==> config.mk <==
export PLATFORM = sky130hd
export DESIGN_NAME = freqmeter_channel
export DESIGN_NICKNAME = d
export VERILOG_FILES = /design/src/rtl/freqmeter_channel.sv
export SDC_FILE = /design/constraint.sdc
export NUM_CORES = 1
export LEC_CHECK = 0
export CAP_MARGIN = 0
export CORE_ASPECT_RATIO = 0.8
export CORE_MARGIN = 2
export CORE_UTILIZATION = 45
export CTS_BUF_LIST = sky130_fd_sc_hd__clkbuf_8
export DETAILED_ROUTE_END_ITERATION = 10
export MAX_ROUTING_LAYER = met4
export PLACE_DENSITY_LB_ADDON = 0.25
export SLEW_MARGIN = 30
export SYNTH_ARGS = -nofsm -noshare
export SYNTH_HDL_FRONTEND = slang
export SYNTH_SLANG_ARGS = --single-unit
==> constraint.sdc <==
create_clock -name clk_i -period 6.4 [get_ports clk_i]
set_input_delay 0.96 -clock clk_i [delete_from_list [all_inputs] [get_ports clk_i]]
set_output_delay 0.96 -clock clk_i [all_outputs]
set_load 0.005 [all_outputs]
==> src/rtl/freqmeter_channel.sv <==
// freqmeter_channel: reciprocal measurement of N input periods against a master timestamp.
// Optional dead-input abort enabled by defining FREQMETER_CH_TIMEOUT_EN.
module freqmeter_channel #(
  parameter int CNT_WIDTH      = 24,
  parameter int TS_WIDTH       = 30,
  parameter int TIMEOUT_CYCLES = 50000000
) (
  input  logic                 clk_i,
  input  logic                 rst_i,
  input  logic                 f_in,
  input  logic                 start_i,
  input  logic                 stop_i,
  input  logic [CNT_WIDTH-1:0] periods_i,
  input  logic [TS_WIDTH-1:0]  timestamp_i,
  output logic                 busy_o,
  output logic                 done_o,
  output logic                 timeout_o,
  output logic [CNT_WIDTH-1:0] res_periods_o,
  output logic [TS_WIDTH-1:0]  res_ticks_o
);
  typedef enum logic [1:0] {IDLE, ARM, COUNT, DONE} state_t;
  state_t state_q;
  logic s1_q, s2_q, s3_q;
  logic busy_q, done_q, timeout_q;
  logic [CNT_WIDTH-1:0] n_q, cnt_q, res_periods_q, cnt_inc;
  logic [TS_WIDTH-1:0] ts_start_q, ts_last_q, res_ticks_q;
  logic rise, to_hit;
  assign rise    = s2_q & ~s3_q;
  assign cnt_inc = cnt_q + CNT_WIDTH'(1);
`ifdef FREQMETER_CH_TIMEOUT_EN
  localparam int TW = $clog2(TIMEOUT_CYCLES + 1);
  logic [TW-1:0] to_q;
  logic active;
  assign active = (state_q == ARM) || (state_q == COUNT);
  assign to_hit = active && !rise && (to_q == TW'(TIMEOUT_CYCLES - 1));
  // cleared while idle so ARM entry always starts from zero
  always_ff @(posedge clk_i) begin
    if (rst_i || !active || rise) to_q <= '0;
    else to_q <= to_q + TW'(1);
  end
`else
  localparam int unused_timeout = TIMEOUT_CYCLES;
  assign to_hit = 1'b0;
`endif
  always_ff @(posedge clk_i) begin
    if (rst_i) begin
      state_q       <= IDLE;
      {s1_q, s2_q, s3_q} <= '0;
      {busy_q, done_q, timeout_q} <= '0;
      n_q           <= '0;
      cnt_q         <= '0;
      ts_start_q    <= '0;
      ts_last_q     <= '0;
      res_periods_q <= '0;
      res_ticks_q   <= '0;
    end else begin
      s1_q   <= f_in;
      s2_q   <= s1_q;
      s3_q   <= s2_q;
      done_q <= 1'b0;
      case (state_q)
        IDLE: if (!stop_i && start_i && periods_i != '0) begin
          n_q     <= periods_i;
          cnt_q   <= '0;
          busy_q  <= 1'b1;
          state_q <= ARM;
        end
        ARM: if (stop_i) begin
          busy_q  <= 1'b0;
          state_q <= IDLE;
        end else if (rise) begin
          ts_start_q <= timestamp_i;
          ts_last_q  <= timestamp_i;
          cnt_q      <= '0;
          state_q    <= COUNT;
        end else if (to_hit) begin
          res_periods_q <= cnt_q;
          res_ticks_q   <= '0;
          timeout_q     <= 1'b1;
          done_q        <= 1'b1;
          busy_q        <= 1'b0;
          state_q       <= DONE;
        end
        COUNT: if (stop_i) begin
          busy_q  <= 1'b0;
          state_q <= IDLE;
        end else if (rise) begin
          cnt_q     <= cnt_inc;
          ts_last_q <= timestamp_i;
          if (cnt_inc == n_q) begin
            res_periods_q <= n_q;
            res_ticks_q   <= timestamp_i - ts_start_q;
            timeout_q     <= 1'b0;
            done_q        <= 1'b1;
            busy_q        <= 1'b0;
            state_q       <= DONE;
          end
        end else if (to_hit) begin
          res_periods_q <= cnt_q;
          res_ticks_q   <= ts_last_q - ts_start_q;
          timeout_q     <= 1'b1;
          done_q        <= 1'b1;
          busy_q        <= 1'b0;
          state_q       <= DONE;
        end
        default: state_q <= IDLE;
      endcase
    end
  end
  assign busy_o        = busy_q;
  assign done_o        = done_q;
  assign timeout_o     = timeout_q;
  assign res_periods_o = res_periods_q;
  assign res_ticks_o   = res_ticks_q;
endmodule
==> impl_metrics.json <==
{
  "status": "finished clean",
  "drv_cap": 0,
  "synthesis.nets": 1140,
  "critPathCaptureType": "flip-flop",
  "die_w_microns": 152,
  "final-hold-violation-count": 0,
  "min_path_type": "reg -> reg",
  "fillCellCount": 1638,
  "drtIter0Drc": 609,
  "start_kind": "flip-flop",
  "first_pass_iters": 5,
  "pwr-share-comb": 0.189,
  "clk_path_buf_depth": 2,
  "antenna_left": 0,
  "ir_worst_vdd_v": 0.000117,
  "post-route-util": 0.554,
  "cts_setup_buffers": 0,
  "worst_skew_pair.late_latency_ns": 0.45,
  "cts_hold_buffers": 0,
  "final_cell_mix": "nand2_1, a21oi_1, dfxtp_1, clkdlybuf4s50_1, nor2_1",
  "grt_overflow": 0,
  "tns_ns": 0,
  "p_sw_mw": 0.610,
  "worstSetupPathType": "reg -> reg",
  "layout_commonest_cell": "nand2_1",
  "fin_crit_sh": 0.697,
  "drc": 0,
  "path_clk_slew_ns": 0.08,
  "path_max_fanout": 57,
  "ioPinCount": 116,
  "critPathRequiredTime_ns": 6.79,
  "grt_usage": 0.248,
  "stdcell_area_sq_um": 9540,
  "grt_pass1_vias": 6790,
  "yosysSeqAreaShare": 0.355,
  "die_h_microns": 122,
  "n_antenna_cell": 0,
  "multi_input_area_sq_um": 4660,
  "crit_arrival_ns": 4.86,
  "clock_skew_ns": 0.00831,
  "postPlaceCellArea_sq_um": 9100,
  "p_leak_nw": 3.40,
  "grt_pass1_wl_microns": 35000,
  "start_util": 0.456,
  "register_area_sq_um": 2780,
  "antenna_found_initial": 0,
  "synth.area.top_cells": "dfxtp_1, nand2_1, a21oi_1",
  "port_buffers": 114,
  "die_area_sq_um": 18500,
  "avgRoutedWirePerCell_microns": 16.1,
  "reg2reg_to": "res_ticks_o[26]$_SDFFE_PP0P_",
  "finalSetupViolations": 0,
  "vias_per_cell": 5.56,
  "hp-start": "s1_q$_SDFF_PP0_",
  "maxSlewViolCount": 0,
  "worstMarginPinSlew_ns": 0.888,
  "yosys_warnings": 0,
  "synth_top_cell_by_area": "dfxtp_1",
  "swShare": 0.287,
  "globalplace.congestion": 0.924,
  "syn_avg_cell_area_sq_um": 7.50,
  "p_seq_frac": 0.431,
  "max_slew_margin": 0.408,
  "ys.flop_type": "dfxtp_1",
  "hold_depth": 1,
  "whs_endpoint": "s2_q$_SDFF_PP0_",
  "ctsResizeCount": 0,
  "synth_cell_types": 66,
  "routed_wl_microns": 21900,
  "p_int_mw": 1.51,
  "rrSetupSlack_ns": 1.94,
  "clkPwrFrac": 0.380,
  "layout-drive-gt1-share": 0.0430,
  "htree_num_levels": 4,
  "r2r_cells": 11,
  "clockRootBuffer": "clkbuf_8",
  "synth_seq_cells": 139,
  "finalNetCount": 1221,
  "coreArea_sq_um": 17200,
  "synth_edf_count": 0,
  "row_count": 43,
  "syn-cell-area_sq_um": 7840,
  "async_flop_share": 0,
  "min_period_ns": 4.46,
  "cts_tree": "built",
  "grt_max_degree": 74,
  "numCtsBuffers": 17,
  "num_vias": 7584,
  "r2r-start": "cnt_q[0]$_SDFFE_PP0P_",
  "syn2layout_area_growth_pct": 21.7,
  "syn_inst": 1046,
  "synth_top_area_frac": 0.355,
  "hpwl_microns": 15600,
  "rsz0062_at_grt": "false",
  "fmax_ghz": 0.224,
  "p_per_area_nw_per_um2": 222,
  "cts_sinks": 139
}
cells in the mapped netlist (all sizes together), types with 2 or more instances:
cell / n
nand2b: 14
a211o: 2
and2: 3
a21oi: 139
clkbuf: 43
xnor2: 32
a31oi: 4
o211ai: 5
o41ai: 2
a211oi: 7
nand4: 15
nand3b: 3
and4: 4
xor2: 16
nor2b: 13
dfxtp: 139
mux2i: 28
buf: 15
o21bai: 4
a21boi: 3
or2: 6
and3: 6
o2111ai: 2
nand2: 220
nor2: 78
o22ai: 2
a21o: 10
o211a: 2
or4: 6
ha: 34
nand3: 28
nor4b: 3
a2111oi: 2
inv: 44
nor3: 26
o31ai: 3
nor3b: 5
o21ai: 32
nor4: 16
nand4b: 2
or3: 4
o21a: 7
kinds of logic after synthesis:
kind of cell | synth area share
DFF | 0.355
other | 0.000478
AOI/OAI and AO/OA | 0.176
xor gates and xnor gates | 0.0536
and+or+nand+nor | 0.270
muxes | 0.0372
buffers and inverters | 0.0514
adders and majority gates | 0.0568
layout make-up:
cell class	instances	area share
clock buffer	20	0.0288
clock inverter	12	0.0177
inverter	44	0.0173
multi-input combinational	805	0.489
sequential	139	0.292
tap	225	0.0295
timing repair buffer	120	0.126
worst max-delay path by stage:
stage                                startpoint                            to  slack, ns  cells past startpoint
after detailed placement  cnt_q[0]$_SDFFE_PP0P_  res_ticks_o[26]$_SDFFE_PP0P_       2.01                     11
after floorplan           cnt_q[0]$_SDFFE_PP0P_  res_ticks_o[26]$_SDFFE_PP0P_       2.88                     11
after global placement    cnt_q[0]$_SDFFE_PP0P_  res_ticks_o[27]$_SDFFE_PP0P_       1.89                     10
final                     cnt_q[0]$_SDFFE_PP0P_  res_ticks_o[26]$_SDFFE_PP0P_       1.94                     11
after global routing      cnt_q[0]$_SDFFE_PP0P_  res_ticks_o[26]$_SDFFE_PP0P_       1.71                     11
after CTS                 cnt_q[0]$_SDFFE_PP0P_  res_ticks_o[26]$_SDFFE_PP0P_       1.97                     11
critical path: stages (launching register included):
cell and delay (ns):
dfxtp_1 0.47, ha_1 0.34, and4_1 0.37, and4_1 0.40, nand4_1 0.22, xnor2_1 0.23, or4bb_1 0.49, or4_4 0.56
or2_2 0.32, buf_4 0.31, or4b_1 0.59, nand3_1 0.08
layer usage:
| layer | routed length [microns] | global-route usage |
|---|---|---|
| met1 | 10800 | 0.351 |
| met2 | 9300 | 0.354 |
| met3 | 1350 | 0.0517 |
| met4 | 493 | 0.0752 |
| met5 | 0 | - |
flip-flops by register name (all words and copies together) (netlist names):
signal and cells:
s3_q 1, s2_q 1, busy_o 1, res_periods_o 24
n_q 24, state_q 2, done_o 1, res_ticks_o 30
s1_q 1, ts_start_q 30, cnt_q 24
per-stage QoR:
step	hold WS (ns)	instances	total power, mW	setup WS [ns]
CTS	0.443	1365	2.13	1.97
global placement	0.420	1332	1.33	1.89
floorplan	0.414	1046	1.20	2.88
detailed placement	0.423	1333	1.33	2.01
finish	0.440	1365	2.12	1.94
global route	0.460	1365	2.21	1.71
power groups by stage:
stage                     sequential (mW)  combinational, mW  clock, mW
after detailed placement            0.935              0.394          0
after floorplan                     0.924              0.280          0
after global routing                0.919              0.446      0.850
final                               0.915              0.400      0.807
after CTS                           0.915              0.397      0.821
after global placement              0.935              0.395          0
(Power assumes the default switching activity.)
